[config.mk]
export PLATFORM = sky130hd
export DESIGN_NAME = tk1_spi_seq_flat
export DESIGN_NICKNAME = d
export VERILOG_FILES = /design/src/rtl/tk1_spi_seq_pkg.sv /design/src/rtl/tk1_spi_seq_if.sv /design/src/rtl/tk1_spi_seq_fifo.sv /design/src/rtl/tk1_spi_seq.sv /design/src/flat_wrapper.sv
export SDC_FILE = /design/constraint.sdc
export NUM_CORES = 1
export LEC_CHECK = 0
export CORE_ASPECT_RATIO = 1.75
export CORE_MARGIN = 10
export CORE_UTILIZATION = 43
export CTS_CLUSTER_DIAMETER = 60
export DETAILED_ROUTE_END_ITERATION = 12
export GPL_TIMING_DRIVEN = 1
export SETUP_SLACK_MARGIN = 0.15
export SYNTH_ARGS = -nofsm -noshare
export SYNTH_HDL_FRONTEND = slang
export SYNTH_SLANG_ARGS = --single-unit
[constraint.sdc]
create_clock -name clk -period 6.3 [get_ports clk]
set_input_delay 0.63 -clock clk [delete_from_list [all_inputs] [get_ports clk]]
set_output_delay 0.63 -clock clk [all_outputs]
set_load 0.02 [all_outputs]
[src/rtl/tk1_spi_seq_pkg.sv]
`default_nettype none
// ============================================================================
//  Module   : tk1_spi_seq_pkg
//  Purpose  : Shared constants, register map and FSM encoding for the tk1
//             SPI read sequencer.
//  Revision : 1.0 - initial release
// ============================================================================
package tk1_spi_seq_pkg;

   // API word addresses
   localparam logic [7:0] ADDR_CTRL   = 8'h00;
   localparam logic [7:0] ADDR_STATUS = 8'h01;
   localparam logic [7:0] ADDR_FLASH  = 8'h02;
   localparam logic [7:0] ADDR_LEN    = 8'h03;
   localparam logic [7:0] ADDR_RDATA  = 8'h04;
   localparam logic [7:0] ADDR_LEVEL  = 8'h05;

   // CTRL bit positions
   localparam int CTRL_START = 0;
   localparam int CTRL_ABORT = 1;

   // STATUS bit positions
   localparam int STAT_BUSY    = 0;
   localparam int STAT_DONE    = 1;
   localparam int STAT_EMPTY   = 2;
   localparam int STAT_FULL    = 3;
   localparam int STAT_ABORTED = 4;
   localparam int STAT_W       = 5;

   // Flash READ opcode
   localparam logic [7:0] READ_OPCODE = 8'h03;

   // Sequencer states
   typedef enum logic [3:0] {
      S_IDLE    = 4'd0,
      S_EN_ON   = 4'd1,
      S_LOAD    = 4'd2,
      S_KICK    = 4'd3,
      S_WAIT_LO = 4'd4,
      S_WAIT_HI = 4'd5,
      S_CAPT    = 4'd6,
      S_EN_OFF  = 4'd7,
      S_FIN     = 4'd8
   } state_t;

   // Command byte idx of the READ header: opcode then address MSB first
   function automatic logic [7:0] cmd_byte(input logic [1:0] idx, input logic [23:0] addr);
      logic [7:0] b;
      case (idx)
         2'd0:    b = READ_OPCODE;
         2'd1:    b = addr[23:16];
         2'd2:    b = addr[15:8];
         default: b = addr[7:0];
      endcase
      return b;
   endfunction

endpackage
`default_nettype wire

[src/rtl/tk1_spi_seq_if.sv]
`default_nettype none
// ============================================================================
//  Module   : tk1_spi_seq_if
//  Purpose  : CPU MMIO bus plus SPI master byte-interface control signals.
//             slave  = the sequencer's view, master = the environment's view.
//  Revision : 1.0 - initial release
// ============================================================================
interface tk1_spi_seq_if;
   logic        cs;
   logic        we;
   logic [7:0]  address;
   logic [31:0] write_data;
   logic [31:0] read_data;
   logic        ready;
   logic        spi_enable;
   logic        spi_enable_vld;
   logic [7:0]  spi_tx_data;
   logic        spi_tx_data_vld;
   logic        spi_start;
   logic        spi_ready;
   logic [7:0]  spi_rx_data;

   modport slave (
      input  cs, we, address, write_data, spi_ready, spi_rx_data,
      output read_data, ready, spi_enable, spi_enable_vld,
             spi_tx_data, spi_tx_data_vld, spi_start
   );

   modport master (
      output cs, we, address, write_data, spi_ready, spi_rx_data,
      input  read_data, ready, spi_enable, spi_enable_vld,
             spi_tx_data, spi_tx_data_vld, spi_start
   );
endinterface
`default_nettype wire

[src/rtl/tk1_spi_seq_fifo.sv]
`default_nettype none
// ============================================================================
//  Module   : tk1_spi_seq_fifo
//  Purpose  : Synchronous receive FIFO. Push when full and pop when empty
//             are ignored; simultaneous push/pop keeps the level.
//  Revision : 1.0 - initial release
// ============================================================================
module tk1_spi_seq_fifo #(
   parameter  int DEPTH = 16,
   parameter  int WIDTH = 8,
   localparam int AW    = $clog2(DEPTH),
   localparam int LW    = AW + 1
) (
   input  wire logic             clk,
   input  wire logic             reset_n,
   input  wire logic             push_i,
   input  wire logic [WIDTH-1:0] din_i,
   input  wire logic             pop_i,
   output logic      [WIDTH-1:0] head_o,
   output logic      [LW-1:0]    level_o,
   output logic                  empty_o,
   output logic                  full_o
);
   logic [WIDTH-1:0] mem_q [DEPTH];
   logic [AW-1:0]    wr_ptr_q;
   logic [AW-1:0]    rd_ptr_q;
   logic [LW-1:0]    level_q;
   logic             do_push;
   logic             do_pop;

   assign empty_o = (level_q == '0);
   assign full_o  = (level_q == LW'(DEPTH));
   assign do_push = push_i && !full_o;
   assign do_pop  = pop_i && !empty_o;
   assign head_o  = mem_q[rd_ptr_q];
   assign level_o = level_q;

   // Storage write; contents need no reset because level gates visibility
   always_ff @(posedge clk) begin
      if (do_push) mem_q[wr_ptr_q] <= din_i;
   end

   // Pointer and occupancy tracking; pointers wrap naturally at DEPTH
   always_ff @(posedge clk or negedge reset_n) begin
      if (!reset_n) begin
         wr_ptr_q <= '0;
         rd_ptr_q <= '0;
         level_q  <= '0;
      end else begin
         if (do_push) wr_ptr_q <= wr_ptr_q + AW'(1);
         if (do_pop)  rd_ptr_q <= rd_ptr_q + AW'(1);
         case ({do_push, do_pop})
            2'b10:   level_q <= level_q + LW'(1);
            2'b01:   level_q <= level_q - LW'(1);
            default: level_q <= level_q;
         endcase
      end
   end
endmodule
`default_nettype wire

[src/rtl/tk1_spi_seq.sv]
`default_nettype none
// ============================================================================
//  Module   : tk1_spi_seq
//  Purpose  : Hardware flash READ sequencer driving the tk1 SPI master byte
//             interface; received data is buffered for CPU pops over MMIO.
//  Revision : 1.0 - initial release
// ============================================================================
module tk1_spi_seq
   import tk1_spi_seq_pkg::*;
#(
   parameter int FIFO_DEPTH = 16,
   parameter int LEN_WIDTH  = 16
) (
   input wire logic     clk,
   input wire logic     reset_n,
   tk1_spi_seq_if.slave bus
);
   localparam int LVL_W = $clog2(FIFO_DEPTH) + 1;

   state_t               state_q, state_d;
   logic [23:0]          flash_addr_q, flash_addr_d;
   logic [23:0]          addr_cp_q, addr_cp_d;
   logic [LEN_WIDTH-1:0] len_q, len_d;
   logic [LEN_WIDTH-1:0] cnt_q, cnt_d;
   logic [1:0]           idx_q, idx_d;
   logic                 data_ph_q, data_ph_d;   // 0: command header, 1: data
   logic                 capt_q, capt_d;         // CAPT already consumed the byte
   logic                 tmo_q, tmo_d;           // WAIT_LO second cycle
   logic                 done_q, done_d;
   logic                 aborted_q, aborted_d;
   logic                 abort_req_q, abort_req_d;

   logic                 push, en, en_vld, tx_vld, start;
   logic [7:0]           tx_data;
   logic [7:0]           fifo_head;
   logic [LVL_W-1:0]     fifo_level;
   logic                 fifo_empty, fifo_full, pop;
   logic [STAT_W-1:0]    status;
   logic [31:0]          rdata;
   logic                 wr, rd, ctrl_start, ctrl_abort;
   logic                 unused_wdata;

   assign wr         = bus.cs && bus.we;
   assign rd         = bus.cs && !bus.we;
   // Abort wins over a simultaneous start
   assign ctrl_abort = wr && (bus.address == ADDR_CTRL) && bus.write_data[CTRL_ABORT];
   assign ctrl_start = wr && (bus.address == ADDR_CTRL) && bus.write_data[CTRL_START]
                       && !bus.write_data[CTRL_ABORT];
   assign pop        = rd && (bus.address == ADDR_RDATA);
   assign unused_wdata = ^bus.write_data;

   tk1_spi_seq_fifo #(.DEPTH(FIFO_DEPTH), .WIDTH(8)) u_fifo (
      .clk     (clk),
      .reset_n (reset_n),
      .push_i  (push),
      .din_i   (bus.spi_rx_data),
      .pop_i   (pop),
      .head_o  (fifo_head),
      .level_o (fifo_level),
      .empty_o (fifo_empty),
      .full_o  (fifo_full)
   );

   // State and control registers
   always_ff @(posedge clk or negedge reset_n) begin
      if (!reset_n) begin
         state_q      <= S_IDLE;
         flash_addr_q <= '0;
         addr_cp_q    <= '0;
         len_q        <= '0;
         cnt_q        <= '0;
         idx_q        <= '0;
         data_ph_q    <= 1'b0;
         capt_q       <= 1'b0;
         tmo_q        <= 1'b0;
         done_q       <= 1'b0;
         aborted_q    <= 1'b0;
         abort_req_q  <= 1'b0;
      end else begin
         state_q      <= state_d;
         flash_addr_q <= flash_addr_d;
         addr_cp_q    <= addr_cp_d;
         len_q        <= len_d;
         cnt_q        <= cnt_d;
         idx_q        <= idx_d;
         data_ph_q    <= data_ph_d;
         capt_q       <= capt_d;
         tmo_q        <= tmo_d;
         done_q       <= done_d;
         aborted_q    <= aborted_d;
         abort_req_q  <= abort_req_d;
      end
   end

   // Next-state, register updates and SPI strobes of the read sequence
   always_comb begin
      state_d      = state_q;
      flash_addr_d = flash_addr_q;
      addr_cp_d    = addr_cp_q;
      len_d        = len_q;
      cnt_d        = cnt_q;
      idx_d        = idx_q;
      data_ph_d    = data_ph_q;
      capt_d       = capt_q;
      tmo_d        = tmo_q;
      done_d       = done_q;
      aborted_d    = aborted_q;
      abort_req_d  = abort_req_q;
      push         = 1'b0;
      en           = 1'b0;
      en_vld       = 1'b0;
      tx_data      = 8'h00;
      tx_vld       = 1'b0;
      start        = 1'b0;

      if (ctrl_abort) begin
         aborted_d = 1'b1;
         if (state_q != S_IDLE) abort_req_d = 1'b1;
      end

      case (state_q)
         S_IDLE: begin
            if (wr && bus.address == ADDR_FLASH) flash_addr_d = bus.write_data[23:0];
            if (wr && bus.address == ADDR_LEN)   len_d = bus.write_data[LEN_WIDTH-1:0];
            if (ctrl_start) begin
               aborted_d   = 1'b0;
               abort_req_d = 1'b0;
               cnt_d       = len_q;
               addr_cp_d   = flash_addr_q;
               idx_d       = 2'd0;
               data_ph_d   = 1'b0;
               done_d      = (len_q == '0);
               if (len_q != '0) state_d = S_EN_ON;
            end
         end
         S_EN_ON: begin
            en      = 1'b1;
            en_vld  = 1'b1;
            state_d = S_LOAD;
         end
         S_LOAD: begin
            en      = 1'b1;
            tx_vld  = 1'b1;
            tx_data = data_ph_q ? 8'h00 : cmd_byte(idx_q, addr_cp_q);
            state_d = S_KICK;
         end
         S_KICK: begin
            en      = 1'b1;
            start   = 1'b1;
            tmo_d   = 1'b0;
            state_d = S_WAIT_LO;
         end
         S_WAIT_LO: begin
            en = 1'b1;
            if (!bus.spi_ready || tmo_q) state_d = S_WAIT_HI;
            else                         tmo_d   = 1'b1;
         end
         S_WAIT_HI: begin
            en = 1'b1;
            if (bus.spi_ready) begin
               capt_d  = 1'b0;
               state_d = S_CAPT;
            end
         end
         S_CAPT: begin
            en = 1'b1;
            // First cycle consumes the byte; later cycles decide where to go,
            // holding here while a full FIFO has no room for the next byte.
            if (!capt_q) begin
               capt_d = 1'b1;
               if (data_ph_q) begin
                  push  = 1'b1;
                  cnt_d = cnt_q - LEN_WIDTH'(1);
               end else if (idx_q == 2'd3) begin
                  data_ph_d = 1'b1;
               end else begin
                  idx_d = idx_q + 2'd1;
               end
            end else if (abort_req_q || cnt_q == '0) begin
               state_d = S_EN_OFF;
            end else if (!fifo_full) begin
               state_d = S_LOAD;
            end
         end
         S_EN_OFF: begin
            en_vld  = 1'b1;
            state_d = S_FIN;
         end
         S_FIN: begin
            done_d      = 1'b1;
            abort_req_d = 1'b0;
            state_d     = S_IDLE;
         end
         default: state_d = S_IDLE;
      endcase
   end

   // STATUS word and combinational API read mux
   always_comb begin
      status               = '0;
      status[STAT_BUSY]    = (state_q != S_IDLE);
      status[STAT_DONE]    = done_q;
      status[STAT_EMPTY]   = fifo_empty;
      status[STAT_FULL]    = fifo_full;
      status[STAT_ABORTED] = aborted_q;
      rdata = 32'd0;
      if (bus.cs) begin
         case (bus.address)
            ADDR_STATUS: rdata = 32'(status);
            ADDR_FLASH:  rdata = {8'd0, flash_addr_q};
            ADDR_LEN:    rdata = 32'(len_q);
            ADDR_RDATA:  rdata = {24'd0, (fifo_empty ? 8'h00 : fifo_head)};
            ADDR_LEVEL:  rdata = 32'(fifo_level);
            default:     rdata = 32'd0;
         endcase
      end
   end

   assign bus.read_data       = rdata;
   assign bus.ready           = bus.cs;
   assign bus.spi_enable      = en;
   assign bus.spi_enable_vld  = en_vld;
   assign bus.spi_tx_data     = tx_data;
   assign bus.spi_tx_data_vld = tx_vld;
   assign bus.spi_start       = start;
endmodule
`default_nettype wire

[src/flat_wrapper.sv]
// flat-port wrapper written by rule: the top's interface ports become plain ports
module tk1_spi_seq_flat import tk1_spi_seq_pkg::*;
#(
   parameter int FIFO_DEPTH = 16,
   parameter int LEN_WIDTH  = 16
)
  (clk, reset_n, bus_cs, bus_we, bus_address, bus_write_data, bus_spi_ready, bus_spi_rx_data, bus_read_data, bus_ready, bus_spi_enable, bus_spi_enable_vld, bus_spi_tx_data, bus_spi_tx_data_vld, bus_spi_start);
  tk1_spi_seq_if bus_i ();
  input wire logic clk;
  input wire logic reset_n;
  input wire logic [$bits(bus_i.cs)-1:0] bus_cs;
  input wire logic [$bits(bus_i.we)-1:0] bus_we;
  input wire logic [$bits(bus_i.address)-1:0] bus_address;
  input wire logic [$bits(bus_i.write_data)-1:0] bus_write_data;
  input wire logic [$bits(bus_i.spi_ready)-1:0] bus_spi_ready;
  input wire logic [$bits(bus_i.spi_rx_data)-1:0] bus_spi_rx_data;
  output wire logic [$bits(bus_i.read_data)-1:0] bus_read_data;
  output wire logic [$bits(bus_i.ready)-1:0] bus_ready;
  output wire logic [$bits(bus_i.spi_enable)-1:0] bus_spi_enable;
  output wire logic [$bits(bus_i.spi_enable_vld)-1:0] bus_spi_enable_vld;
  output wire logic [$bits(bus_i.spi_tx_data)-1:0] bus_spi_tx_data;
  output wire logic [$bits(bus_i.spi_tx_data_vld)-1:0] bus_spi_tx_data_vld;
  output wire logic [$bits(bus_i.spi_start)-1:0] bus_spi_start;
  assign bus_i.cs = bus_cs;
  assign bus_i.we = bus_we;
  assign bus_i.address = bus_address;
  assign bus_i.write_data = bus_write_data;
  assign bus_i.spi_ready = bus_spi_ready;
  assign bus_i.spi_rx_data = bus_spi_rx_data;
  assign bus_read_data = bus_i.read_data;
  assign bus_ready = bus_i.ready;
  assign bus_spi_enable = bus_i.spi_enable;
  assign bus_spi_enable_vld = bus_i.spi_enable_vld;
  assign bus_spi_tx_data = bus_i.spi_tx_data;
  assign bus_spi_tx_data_vld = bus_i.spi_tx_data_vld;
  assign bus_spi_start = bus_i.spi_start;
  tk1_spi_seq #(.FIFO_DEPTH(FIFO_DEPTH), .LEN_WIDTH(LEN_WIDTH)) u_core (.clk(clk), .reset_n(reset_n), .bus(bus_i));
endmodule
### Word-level counts from Yosys, hierarchy flattened

Memory sizes are Yosys's and may differ from the RTL's.
Index checks and enable logic that the tools add are counted.
W data, S select, Z words.

| word-level totals | value |
|---|---|
| logic and storage cells | 146 |
| memories kept | 1 |
| output and inout bits | 45 |
| bits of input ports | 53 |
| flip-flop bits (word level) | 105 |
| RAM bits | 128 |

Memory list:

| name | depth | width | read ports | clocked after memory_dff | wr ports | line | source |
|---|---|---|---|---|---|---|---|
| u_core.u_fifo.mem_q | 16 | 8 | 1 | 0 | 1 | tk1_spi_seq_fifo.sv:24 | `logic [WIDTH-1:0] mem_q [DEPTH];` |

| cells by class | value |
|---|---|
| mux-type cells | 51 |
| equality and inequality tests | 30 |
| reductions and logical operators | 43 |
| add/subtract/negate cells | 6 |

Operator list:

| cell | number |
|---|---|
| $pmux W24 S5 | 1 |
| $mux W16 | 3 |
| $logic_not A16 Y1 | 2 |
| $pmux W16 S2 | 1 |
| $pmux W4 S8 | 1 |
| $mux W4 | 7 |
| $mux W24 | 1 |
| $mux W8 | 3 |
| $pmux W8 S3 | 1 |
| $mux W1 | 22 |
| $eq A4 B3 Y1 const B | 4 |
| $eq A8 B2 Y1 const B | 2 |
| $eq A8 B3 Y1 const B | 2 |
| $reduce_bool A16 Y1 | 1 |
| $sub A16 B1 Y16 const B | 1 |
| $reduce_and A2 Y1 | 6 |
| $logic_and A1 B1 Y1 | 11 |
| $ne A2 B1 Y1 const B | 5 |
| $ne A2 B2 Y1 const B | 5 |
| $pmux W1 S2 | 5 |
| $pmux W5 S2 | 1 |
| $reduce_bool A2 Y1 | 5 |
| $add A4 B1 Y4 const B | 2 |
| $eq A4 B2 Y1 const B | 2 |
| 25 further kinds | 36 |

### Logic depth before layout (Yosys ltp)

| depth | value |
|---|---|
| depth after elaboration | 6 |
| gate-level depth with buffers | 13 |
| mapped depth without buffers | 12 |

### Modules after synthesis

From an unflattened synthesis, not the netlist that was laid out.

| second synthesis, totals | value |
|---|---|
| cells, all modules | 898 |
| area total of the unflattened synthesis | 11039.3 um2 |

By module, submodules not included:

| module | instances | sequential area each (um2) | cells an instance | area an instance (um2) |
|---|---|---|---|---|
| tk1_spi_seq_fifo | 1 | 4169.0 | 332 | 5779.3 |
| tk1_spi_seq | 1 | 2302.2 | 566 | 5260.0 |

### Worst setup path after synthesis

No wires, ideal clock.

| timing | value |
|---|---|
| kind | input to register |
| from | input bus_address[3] |
| to | register u_core.u_fifo.level_q[4] (netlist: u_core.u_fifo.level_o[4]) |
| stages | 11 |
| library setup time | 0.080 ns |
| data arrival time | 2.992 ns |
| path slack | 3.228 ns |
| cell sequence | or4_4 nor2_1 nor4b_4 ha_1 inv_1 fa_1 nor2b_1 o21ai_0 and3_1 nor3_1 xnor2_1 |

| on the way | value |
|---|---|
| cells in the longest elaborated chain, start to end | 5 |
| elaborated cells between the ends (all ways) | 7 |
| those cells by class | eq/ne: 3; mux: 1; reduce/logical: 3 |

Ends and longest elaborated chain:

| what | line | source |
|---|---|---|
| from (decl) | flat_wrapper.sv:13 | `input wire logic [$bits(bus_i.address)-1:0] bus_address;` |
| $eq A8 B3 Y1 * | tk1_spi_seq.sv:49 | `assign pop = rd && (bus.address == ADDR_RDATA);` |
| $logic_and A1 B1 Y1 * | tk1_spi_seq.sv:49 |  |
| $logic_and A1 B1 Y1 * | tk1_spi_seq_fifo.sv:34 | `assign do_pop = pop_i && !empty_o;` |
| net u_core.u_fifo.do_pop | tk1_spi_seq_fifo.sv:29 | `logic do_pop;` |
| $eq A2 B1 Y1 or $eq A2 B2 Y1 (tied branches) | tk1_spi_seq_fifo.sv:52 | `case ({do_push, do_pop})` |
| $pmux W5 S2 or $reduce_bool A2 Y1 (tied branches) | - |  |
| to (signal assigned) | tk1_spi_seq_fifo.sv:53 | `2'b10: level_q <= level_q + LW'(1);` |
| to (signal assigned) | tk1_spi_seq_fifo.sv:54 | `2'b01: level_q <= level_q - LW'(1);` |
| to (signal assigned) | tk1_spi_seq_fifo.sv:55 | `default: level_q <= level_q;` |
| to (decl) | tk1_spi_seq_fifo.sv:27 | `logic [LW-1:0] level_q;` |

The timed path passes the listed nets; every way through them passes the cells marked *.
A chain may end at the register's enable or synchronous reset.

### Worst setup path in the final report

| timing | value |
|---|---|
| from | register u_core.u_fifo.rd_ptr_q[0] |
| to | output bus_read_data[0] |

| on the way | value |
|---|---|
| cells in the longest elaborated chain, start to end | 4 |

Ends and longest elaborated chain:

| what | line | source |
|---|---|---|
| from (decl) | tk1_spi_seq_fifo.sv:26 | `logic [AW-1:0] rd_ptr_q;` |
| from (signal assigned) | tk1_spi_seq_fifo.sv:51 | `if (do_pop) rd_ptr_q <= rd_ptr_q + AW'(1);` |
| $mem_v2 Z16 W8 | - |  |
| $mux W8 | tk1_spi_seq.sv:212 | `ADDR_RDATA: rdata = {24'd0, (fifo_empty ? 8'h00 : fifo_head)};` |
| $pmux W24 S5 | tk1_spi_seq.sv:208 | `case (bus.address)` |
| $mux W24 | tk1_spi_seq.sv:207 | `if (bus.cs) begin` |
| to (decl) | flat_wrapper.sv:17 | `output wire logic [$bits(bus_i.read_data)-1:0] bus_read_data;` |

Every way passes these cells.

==> flow_summary.ini <==
[clock_tree]
cts_repair_resize_count = 0
htree_levels = 1
worstSkewPairLatency_ps = 510
clockBufferDepth = 3
ctsRootBufferMaster = sky130_fd_sc_hd__clkbuf_16
tritoncts = yes
post_cts_buffers = 0
cts_sinks = 233
clkTransAtPathRegs_ps = 60
cts_hold_repair.buffers = 0
cts_made_buffers = 23

[placement]
place_congestion = 0.830
hpwlAfterDp_mm = 20.2
pre_cts_slack_ps = 2020
buffer_ports.inserted = 81
dp_cells = 1206
dpl_cell_area_mm2 = 0.0119

[power]
p_int_mw = 2.78
power.leakage_nw = 4.76
net-switching-power_mw = 1.13
netSwitchingFraction_pct = 28.9
power_density_over_the_cells_mw_per_mm2 = 308
pwr-share-comb_pct = 16.3
ir_worst_vdd_mv = 0.203
power.share.sequential_pct = 48.0
pwr-share-clk_pct = 35.7

[global_routing]
first_global_vias = 7262
grt_first_pass_wirelength_mm = 43.3
overflow = 0
grt_start_max_net_pins = 62
antenna_violations_before_repair = 0
grt_use_total_pct = 17.1

[sta]
worst-slew-pin-transition_ps = 1110
relSlewSlack_pct = 25.7
finalClockSkew_ps = 9.36
post-route-period-util_pct = 69.0
slew_viol_final = 0
grt_setup_unrepaired = no
timing.fmax_ghz = 0.230
setup_total_negative_slack_ps = 0
timing.final.ws_setup_ps = 1950
setup-violations-final = 0
finalWorstPathRequiredPeriod_ps = 4350
report.final.hold_viol_count = 0

[job]
cap_viol_max_count = 0

[final_layout]
final_common_cell = sky130_fd_sc_hd__edfxtp_1
layout.core_utilization_pct = 50.5
post_route_design_area_mm2 = 0.0127
antenna_cells_inserted = 0
nets = 984
mostFrequentLayoutCells = sky130_fd_sc_hd__edfxtp_1, sky130_fd_sc_hd__nand2_1, sky130_fd_sc_hd__dfrtp_1
layoutNonFillerInstCount = 1247
synthToLayoutAreaGrowth_pct = 15.9
drive_gt1_share_pct = 14.2

[detailed_routing]
routed_via_density = 5.62
drt-total-wl_mm = 28.2
routed_wire_length_per_instance_um = 22.6
route.detailed.drc = 0
detailroute.via_count = 7010
drtAntennaViolNets = 0
drt_first_pass_iters = 4
drtIter0Drc = 460

[setup_path]
crit_arrival_ps = 3720
critical_path.max_fanout = 32
end_kind = primary output
cp_slowest_stage_delay_ps = 960
kind_of_critical_path = reg2out
worst_setup_path_start_kind = flip-flop
worst_ep_required_time_ps = 5670
cpMaxStageDelayCell = sky130_fd_sc_hd__dfrtp_2
internal_reg_to_reg_setup_slack_ps = 3150
cell_chain_of_the_critical_path = buf_4 -> mux4_2 -> a221oi_1 -> o22ai_1 -> clkdlybuf4s50_1

[yosys]
postSynthCellCount = 848
synth_enable_flop_cells = 128
synth_area_per_cell_um2 = 12.9
yosysSeqAreaShare_pct = 59.1
yosys_warnings = 0
synthesis.area_mm2 = 0.0109
postSynthRegisterBits = 233
dominantRegCellSynth = sky130_fd_sc_hd__edfxtp_1
asyncSetResetFlopFracSynth_pct = 45.1
netlist-cell-type-count = 67

[floorplan]
dieWidth_um = 141
fp.dieH_um = 231
num_io_pins = 98
core.rowCount = 77
floorplan_core_area_mm2 = 0.0251
floorplan.die_area_mm2 = 0.0325
initial_core_util_pct = 43.5

[min_path]
hold_crit_class = in2async

[run_status]
run_status = finished clean
-- cell type report --
class,instances,area [um2]
clock inverter,15,156
multi-input combinational,546,4110
clock buffer,26,597
timing repair buffer,91,883
fill,2201,12500
sequential,233,6470
inverter,20,75.1
tap,316,395
-- kinds of logic (layout without fill, tap and decap cells) --
group | Yosys count | after routing | share of synthesized area (%)
AO/OA/AOI/OAI | 157 | 157 | 9.27
XOR/XNOR | 11 | 11 | 0.880
adder cells (fa/ha/maj) | 16 | 16 | 1.90
buffers and inverters | 76 | 152 | 3.75
flip-flops | 233 | 233 | 59.1
multiplexers | 95 | 95 | 13.4
other | 1 | 8 | 0.0343
AND/OR/NAND/NOR | 259 | 259 | 11.6
-- per-layer routing --
metal  vias up  routed length, um  GRT usage (%)
li1       3280                  -              -
met5         -                  0              0
met2       184              15300           31.5
met3        62               1360           2.91
met1      3484              10300           18.6
met4         0               1280           7.74
-- metrics by stage --
stage,power (mW),hold slack [ps]
finish,3.91,116
global route,4.09,144
CTS,3.93,128
detailed placement,2.54,465
global placement,2.53,461
floorplan,2.30,334
-- worst paths after layout --
check | start | end | cells past startpoint
max in group asynchronous | reset_n | u_core.u_fifo.rd_ptr_q[1] | 2
min in group clk | u_core.addr_cp_q[4] | u_core.addr_cp_q[4] | 2
hold / removal | reset_n | u_core.flash_addr_q[21] | 1
setup reg to reg | u_core.state_q[2] | u_core.u_fifo.level_o[4] | 11
setup / recovery | u_core.u_fifo.rd_ptr_q[0] | bus_read_data[0] | 5
hold reg to reg | u_core.addr_cp_q[4] | u_core.addr_cp_q[4] | 2
-- synthesized netlist by cell type (18+ instances only) --
| cell type | n | area share [%] |
|---|---|---|
| sky130_fd_sc_hd__edfxtp_1 | 128 | 35 |
| sky130_fd_sc_hd__dfrtp_1 | 105 | 24 |
| sky130_fd_sc_hd__nand2_1 | 104 | 3.6 |
| sky130_fd_sc_hd__nor2_1 | 57 | 2.0 |
| sky130_fd_sc_hd__a21oi_1 | 38 | 1.7 |
| sky130_fd_sc_hd__o21ai_0 | 38 | 1.7 |
| sky130_fd_sc_hd__mux2_4 | 30 | 4.1 |
| sky130_fd_sc_hd__mux4_2 | 28 | 5.8 |
| sky130_fd_sc_hd__mux2i_1 | 25 | 2.3 |
| sky130_fd_sc_hd__clkbuf_1 | 22 | 0.75 |
| sky130_fd_sc_hd__inv_1 | 20 | 0.69 |
| sky130_fd_sc_hd__nor3_1 | 18 | 0.82 |
-- power by group through the flow --
stage	logic (mW)	clock network [mW]	registers, mW
2_1_floorplan	0.477	0	1.82
3_3_place_gp	0.627	0	1.90
3_5_place_dp	0.639	0	1.90
4_1_cts	0.642	1.42	1.87
5_1_grt	0.714	1.48	1.90
6_report	0.637	1.40	1.87
-- worst max-delay path, delay by kind of cell (launching register included) --
kind / cells / cell delay (ps)
AOI/OAI and AO/OA: 2 / 680
buffers and inverters: 2 / 960
DFF: 1 / 960
muxes: 1 / 580
-- sequential cells by signal (all words and copies together), names as in the netlist, 2 cells and up --
name / flops
u_core.idx_q: 2
u_core.cnt_q: 16
u_core.len_q: 16
u_core.u_fifo.level_o: 5
u_core.state_q: 4
u_core.u_fifo.mem_q: 128
u_core.u_fifo.rd_ptr_q: 4
u_core.addr_cp_q: 24
u_core.flash_addr_q: 24
u_core.u_fifo.wr_ptr_q: 4
Note: power is estimated with default switching activity, not from simulation.
